**config.mk**
```make
export PLATFORM = sky130hd
export DESIGN_NAME = demux_1xn_gather
export DESIGN_NICKNAME = d
export VERILOG_FILES = /design/src/rtl/demux_1xn_gather.sv
export SDC_FILE = /design/constraint.sdc
export NUM_CORES = 1
export LEC_CHECK = 0
export CORE_UTILIZATION = 40
export CTS_CLUSTER_DIAMETER = 80
export DETAILED_ROUTE_END_ITERATION = 8
export PLACE_DENSITY = 0.71
export SYNTH_ARGS = -nofsm -noshare
export SYNTH_HDL_FRONTEND = slang
export SYNTH_SLANG_ARGS = --single-unit
```
**constraint.sdc**
```tcl
create_clock -name clk -period 1.2 [get_ports clk]
set_input_delay 0.24 -clock clk [delete_from_list [all_inputs] [get_ports clk]]
set_output_delay 0.24 -clock clk [all_outputs]
set_load 0.01 [all_outputs]
```
**src/rtl/demux_1xn_gather.sv**
```systemverilog
// Serial-to-parallel gather: packs LANES consecutive valid words onto LANES output lanes.
// Optional macro DEMUX_PARTIAL_FLUSH_EN: an input gap while filling emits the partial group.
//
//   state | meaning
//   IDLE  | cnt=0, no words staged
//   FILL  | 1..LANES-1 words staged, waiting for the rest of the group
module demux_1xn_gather #(
  parameter int WIDTH = 8,
  parameter int LANES = 4
) (
  input  logic                     clk,
  input  logic                     reset,
  input  logic                     valid_in,
  input  logic [WIDTH-1:0]         data_in,
  output logic [LANES*WIDTH-1:0]   data_out,
  output logic [LANES-1:0]         valid_out
);

  localparam int CW = $clog2(LANES);
  localparam logic [CW-1:0] LAST_LANE = CW'(LANES - 1);

  typedef enum logic {
    IDLE = 1'b0,
    FILL = 1'b1
  } state_t;

  state_t                 r_state;
  state_t                 w_state_nxt;
  logic [CW-1:0]          r_cnt;
  logic [CW-1:0]          w_cnt_nxt;
  logic [WIDTH-1:0]       r_stage     [LANES];
  logic [WIDTH-1:0]       w_stage_nxt [LANES];
  logic [LANES*WIDTH-1:0] r_data_out;
  logic [LANES*WIDTH-1:0] w_data_nxt;
  logic [LANES-1:0]       r_valid_out;
  logic [LANES-1:0]       w_valid_nxt;
  logic                   w_last;

  assign w_last = (r_cnt == LAST_LANE);

  always_ff @(posedge clk) begin
    if (!reset) begin
      r_state     <= IDLE;
      r_cnt       <= '0;
      r_data_out  <= '0;
      r_valid_out <= '0;
      for (int k = 0; k < LANES; k++) begin
        r_stage[k] <= '0;
      end
    end else begin
      r_state     <= w_state_nxt;
      r_cnt       <= w_cnt_nxt;
      r_data_out  <= w_data_nxt;
      r_valid_out <= w_valid_nxt;
      for (int k = 0; k < LANES; k++) begin
        r_stage[k] <= w_stage_nxt[k];
      end
    end
  end

  always_comb begin
    w_state_nxt = r_state;
    w_cnt_nxt   = r_cnt;
    w_data_nxt  = r_data_out;
    w_valid_nxt = '0;
    for (int k = 0; k < LANES; k++) begin
      w_stage_nxt[k] = r_stage[k];
    end

    if (valid_in) begin
      for (int k = 0; k < LANES; k++) begin
        if (r_cnt == CW'(k)) begin
          w_stage_nxt[k] = data_in;
        end
      end
      if (w_last) begin
        // The closing word goes straight to the top lane; staging for it is never read.
        for (int k = 0; k < LANES; k++) begin
          w_data_nxt[k*WIDTH +: WIDTH] = (k == LANES - 1) ? data_in : r_stage[k];
        end
        w_valid_nxt = '1;
        w_cnt_nxt   = '0;
        w_state_nxt = IDLE;
      end else begin
        w_cnt_nxt   = r_cnt + CW'(1);
        w_state_nxt = FILL;
      end
    end
`ifdef DEMUX_PARTIAL_FLUSH_EN
    else if (r_state == FILL) begin
      for (int k = 0; k < LANES; k++) begin
        if (k < int'(r_cnt)) begin
          w_data_nxt[k*WIDTH +: WIDTH] = r_stage[k];
          w_valid_nxt[k]               = 1'b1;
        end else begin
          w_data_nxt[k*WIDTH +: WIDTH] = '0;
        end
      end
      w_cnt_nxt   = '0;
      w_state_nxt = IDLE;
    end
`endif
  end

  assign data_out  = r_data_out;
  assign valid_out = r_valid_out;

endmodule
```
==> flow_summary_export.csv, run 1 <==
group,metric,value,unit
status,run_status,"complete, no violations",
timing,holdWs,366,ps
timing,fin_worst_skew,6.95,ps
logic_synthesis,synth_top_area_share,0.522,
timing,fmax,853,MHz
logic_synthesis,syn_nets,227,
placement,io_buffers,46,
finish,stdcell_area,3010,um^2
finish,layout-drive-gt1-share,0.175,
global_route,antenna_found_initial,0,
finish,nets,280,
clocking,cts_buffers,9,
timing,final-setup-viol-count,0,
finish,fillers,528,
timing,slew_violations,0,
logic_synthesis,yosys_warnings,0,
global_route,grt_pass1_vias,1538,
detailed_routing,drt_iter0_drc,77,
placement,dp_hpwl,2840,um
global_route,grt_max_degree,36,
detailed_routing,viasPerCell,4.65,
timing,hold_viol,0,
detailed_routing,wl_per_cell,13.5,um
clocking,max-clock-path-buffers,2,
logic_synthesis,yosysUniqueCellTypes,16,
min_path,hold_path_class,"in2reg",
timing,period_share,0.977,
detailed_routing,firstDrtPassIters,5,
clocking,cts.sinks,59,
clocking,ctsHoldBuffers,0,
placement,dpl_cell_area,2790,um^2
power,leakagePower,1.30,nW
finish,seq_area,1190,um^2
flow_run,cap_violations,0,
logic_synthesis,synth_seq_cells,59,
critical_path,critical_path_arrival,1430,ps
floorplanning,dieArea,5960,um^2
critical_path,r2r_slack,30,ps
critical_path,crit-reg2reg-capture,"data_out[2]",
clocking,cts-root-buf,"clkbuf_8",
floorplanning,core_area,5470,um^2
detailed_routing,drt_wl_total,4590,um
finish,fin_util,0.550,
critical_path,crit_path_end,"data_out[2]",
clocking,worstSkewPairLatency,330,ps
clocking,cts.htree.levels,3,
floorplanning,ios,47,
finish,syn2layout_area_growth,33.1,%
critical_path,reg2reg_from,"r_cnt[1]",
floorplanning,rows,27,
global_route,grt-ovfl-total,0,
detailed_routing,route.vias.total,1584,
clocking,cts_tree,"built",
timing,relSlewSlack,0.833,
power,power,4.07,mW
timing,period_needed,1170,ps
logic_synthesis,yosys.area.top_type,"dfxtp_1",
finish,multi_input_area,962,um^2
placement,globalplace.congestion,0.683,
floorplanning,die_y,77.2,um
global_route,grt_pass1_wl,7580,um
critical_path,ff2ff_path_depth,4,
logic_synthesis,avgSynthCellArea,10.7,um^2
logic_synthesis,synth.area.top_cells,"dfxtp_1 (52%), mux2i_1 (25%), nand2_1 (11%)",
detailed_routing,drcViolationCount,0,
logic_synthesis,synth_area,2260,um^2
critical_path,required,1460,ps
logic_synthesis,yosysSeqAreaShare,0.522,
global_route,grt.total_usage,0.168,
power,peakVddDrop,0.861,mV
detailed_routing,postRouteAntennaNets,0,
critical_path,worstSetupEndpointType,"flip-flop",
clocking,cts.clk_slew.worst_paths,60,ps
finish,diodes,0,
critical_path,setup.worst_path.start,"r_cnt[1]",
timing,rsz0062_at_grt,"yes",
logic_synthesis,syn_inst,211,
floorplanning,initial_utilization,0.413,
critical_path,worstPathMaxFanout,6,
timing,worst_pin_slew,251,ps
power,cellPowerDensity,1350,nW/um^2
critical_path,crit_type,"reg2reg",
floorplanning,fp.dieW,77.2,um
critical_path,start_kind,"flip-flop",
==> worst min-delay path by stage <==
stage | startpoint | to | slack (ps) | depth (start not counted)
after floorplan | data_in[0] | r_stage[0][0] | 440 | 2
after global placement | data_out[20] | data_out[20] | 450 | 2
after detailed placement | data_out[14] | data_out[14] | 450 | 2
after CTS | reset | r_cnt[0] | 350 | 3
after global routing | reset | r_cnt[0] | 370 | 3
final | reset | r_cnt[0] | 370 | 3
==> worst max-delay path, cell delays in order (launching register included) <==
cell and delay (ps):
dfxtp_4 370, ha_4 130, and2_4 240, clkbuf_16 190, mux2i_1 170
==> layout make-up <==
type | count | area share
inverters | 2 | 0.00249
well taps | 72 | 0.0299
repair buffers | 57 | 0.189
multi-input cells | 135 | 0.320
clock inverters | 5 | 0.0175
flip-flops and latches | 59 | 0.395
clock buffers | 11 | 0.0470
==> where the power goes <==
group	internal [mW]	leakage (nW)	switching, mW
Sequential	2.00	0.479	0.0188
Clock	1.00	0.0991	0.766
Combinational	0.127	0.719	0.146
==> cells in the mapped netlist <==
library cell and count:
buf_2 5, nor3b_1 1, o21a_1 1, mux2i_1 57, buf_4 3, buf_12 3
clkbuf_1 2, and3_1 1, dfxtp_1 59, inv_1 2, nand2_1 64, and2_4 1
ha_1 5, buf_6 2, nor2b_1 2, nand2_2 3
==> flip-flops by register name, summed over array words and instances, names as in the netlist <==
signal / count
data_out: 32
r_cnt: 2
r_stage: 24
valid_out: 1
==> kinds of logic (layout without fill, tap and decap cells) <==
| kind of cell | count (synthesis) | count (layout) | synth area share |
|---|---|---|---|
| flops | 59 | 59 | 0.522 |
| compound gates | 1 | 1 | 0.00332 |
| mux | 57 | 57 | 0.252 |
| buf+inv | 17 | 75 | 0.0642 |
| simple gates | 72 | 72 | 0.130 |
| fa+ha+maj | 5 | 5 | 0.0277 |
==> cell usage in the layout, fill, tap and decap left out <==
| cell type | instances |
|---|---|
| clkbuf_1 | 1 |
| ha_4 | 1 |
| and2_4 | 1 |
| clkbuf_8 | 10 |
| clkinvlp_4 | 1 |
| clkdlybuf4s50_1 | 9 |
| bufinv_16 | 1 |
| dlygate4sd2_1 | 2 |
| buf_12 | 5 |
| clkbuf_2 | 13 |
| nand2_1 | 64 |
| buf_2 | 1 |
| o21a_1 | 1 |
| clkinv_2 | 3 |
| nor2b_1 | 2 |
| nand2_4 | 3 |
| dfxtp_4 | 2 |
| and3_1 | 1 |
| dfxtp_1 | 57 |
| clkdlybuf4s15_1 | 21 |
| ha_1 | 4 |
| buf_4 | 4 |
| mux2i_1 | 57 |
| clkbuf_16 | 2 |
| inv_1 | 2 |
| nor3b_1 | 1 |
==> stage by stage <==
step	instances	setup WS (ps)	setup TNS [ps]
floorplan	211	15.9	0
finish	341	27.3	0
CTS	338	0.785	0
global placement	322	-164	-7860
global route	341	-15.8	-83.8
detailed placement	322	-187	-8770
==> layer usage <==
metal | GRT usage | part of all wire
met1 | 0.212 | 0.48
met3 | 0.0607 | 0.046
met2 | 0.255 | 0.45
met4 | 0.0792 | 0.016
met5 | 0 | 0
==> timing repair <==
| action | 4_1_cts | 5_1_grt |
|---|---|---|
| buffers inserted | 0 | 1 |
| endpoints found under the setup margin | 57 | 71 |
| cloned | 0 | 2 |
| pin swaps | 0 | 2 |
| gates resized for setup | 47 | 45 |
Power figures use the tool's default switching activity.
==> run 2: changes to the inputs <==
--- a/config.mk
+++ b/config.mk
@@ -5,6 +5,7 @@
 export SDC_FILE = /design/constraint.sdc
 export NUM_CORES = 1
 export LEC_CHECK = 0
+export CORE_MARGIN = 2
 export CORE_UTILIZATION = 40
 export CTS_CLUSTER_DIAMETER = 80
 export DETAILED_ROUTE_END_ITERATION = 8
==> run 2 against run 1 <==
Effect of this change:
- first-iteration DRC count fell by 21%
- die area rose by 5.2%
- critical endpoint is now data_out[18]
- largest cell class unchanged
- highest routed layer unchanged
- clock power barely moved
- combinational power fell by 5%
- via count did not move
- flip-flop and latch count did not move
- count of clock-buffer cells in the layout did not move
- critical path depth did not move
- sequential power barely moved
==> flow_summary_export.csv, run 2 (synthesis results as in run 1) <==
group,metric,value,unit
status,run_status,"complete, no violations",
finish,syn2layout_area_growth,32.3,%
timing,relSlewSlack,0.801,
timing,slew_violations,0,
clocking,cts_tree,"built",
critical_path,critical_path_arrival,1450,ps
timing,period_needed,1180,ps
flow_run,cap_violations,0,
power,comb_power_share,0.064,
clocking,cts.clk_slew.worst_paths,70,ps
placement,globalplace.congestion,0.687,
floorplanning,die_y,79.2,um
power,p_clk_frac,0.438,
floorplanning,rows,27,
global_route,grt_pass1_wl,7140,um
critical_path,worstPathMaxFanout,8,
power,p_int,3.13,mW
clocking,ctsHoldBuffers,0,
finish,largest_reg_flops,32,
floorplanning,core_area,5470,um^2
finish,fillers,519,
power,peakVddDrop,0.658,mV
finish,diodes,0,
finish,layout-drive-gt1-share,0.160,
clocking,cts.htree.levels,3,
critical_path,reg2reg_from,"r_cnt[1]",
power,leakagePower,1.31,nW
timing,period_share,0.987,
min_path,hold_path_class,"in2reg",
detailed_routing,drt_iter0_drc,61,
clocking,cts.sinks,59,
power,power,4.06,mW
power,net-switching-power,935,uW
finish,mostFrequentLayoutCell,"nand2_1",
finish,nets,280,
global_route,grt.total_usage,0.151,
floorplanning,ios,47,
timing,finalSetupTns,0,ps
critical_path,crit_type,"reg2reg",
critical_path,required,1460,ps
finish,stdcell_area,2990,um^2
detailed_routing,drt_wl_total,4560,um
clocking,cts_buffers,9,
placement,dp_hpwl,2940,um
detailed_routing,wl_per_cell,13.4,um
global_route,antenna_found_initial,0,
detailed_routing,firstDrtPassIters,4,
placement,io_buffers,46,
detailed_routing,drcViolationCount,0,
finish,multi_input_area,957,um^2
power,swShare,0.230,
floorplanning,fp.dieW,79.2,um
floorplanning,initial_utilization,0.413,
min_path,min_from,"reset",
timing,fin_worst_skew,4.00,ps
detailed_routing,postRouteAntennaNets,0,
clocking,cts-root-buf,"clkbuf_8",
clocking,max-clock-path-buffers,2,
detailed_routing,route.vias.total,1584,
critical_path,setup.worst_path.start,"r_cnt[1]",
power,cellPowerDensity,1360,nW/um^2
timing,final-setup-viol-count,0,
global_route,grt-ovfl-total,0,
power,p_seq_frac,0.498,
floorplanning,dieArea,6270,um^2
timing,rsz0062_at_grt,"yes",
placement,dpl_cell_area,2770,um^2
finish,final_cell_mix,"nand2_1 (64), mux2i_1 (57), dfxtp_1 (57)",
timing,holdWs,372,ps
detailed_routing,viasPerCell,4.65,
critical_path,worstSetupEndpointType,"flip-flop",
finish,seq_area,1190,um^2
global_route,grt_max_degree,38,
timing,hold_viol,0,
critical_path,start_kind,"flip-flop",
global_route,grt_pass1_vias,1519,
timing,worst_pin_slew,299,ps
clocking,worstSkewPairLatency,330,ps
timing,fmax,844,MHz
-- run 2: changes by cell type in the layout (fill, tap and decap cells not counted), sizes merged --
cell,previous run,this run
clkbuf,26,22
clkdlybuf4s15,21,18
dlygate4sd2,2,9
-- run 2: repair_timing --
item | in CTS | in global routing
gates cloned | 0 | 2
gates resized for setup | 47 | 33
endpoints found under the setup margin | 62 | 60
pin swaps | 0 | 2
buffers inserted | 0 | 1
-- run 2: final cells by class --
cell class                      count  area share
Sequential cell                    59       0.397
Multi-Input combinational cell    135       0.320
Timing Repair Buffer               57       0.185
Clock buffer                       11      0.0473
Tap cell                           72      0.0301
Clock inverter                      5      0.0176
Inverter                            2     0.00251
-- run 2: worst paths after layout --
kind | depth (start not counted) | slack (ps) | to
hold reg to reg | 2 | 450 | data_out[21]
hold / removal | 4 | 370 | data_out[20]
setup / recovery | 4 | 20 | data_out[18]
setup reg to reg | 4 | 20 | data_out[18]
-- run 2: through the flow --
step	instances	utilization	setup slack [ps]
2_1_floorplan	211	-	15.9
3_3_place_gp	322	0.505	-144
3_5_place_dp	322	0.505	-175
4_1_cts	338	0.535	-7.17
5_1_grt	341	0.547	-16.7
6_report	341	0.547	15.6
-- run 2: power groups by stage --
| stage | combinational (mW) | sequential (mW) | clock, mW |
|---|---|---|---|
| global route | 0.284 | 2.03 | 1.89 |
| detailed placement | 0.252 | 2.06 | 0 |
| CTS | 0.251 | 2.02 | 1.80 |
| global placement | 0.246 | 2.06 | 0 |
| floorplan | 0.162 | 2.06 | 0 |
| finish | 0.259 | 2.02 | 1.78 |
-- run 2: routing by layer --
layer | GRT usage | part of all wire
met3 | 0.0443 | 0.046
met4 | 0.0931 | 0.023
met5 | 0 | 0
met2 | 0.231 | 0.46
met1 | 0.187 | 0.47
-- run 2: worst max-delay path, cell delays in order (launching register included) --
cell       delay [ps]
dfxtp_4           380
ha_4              130
and2_4            230
clkbuf_16         190
mux2i_1           180
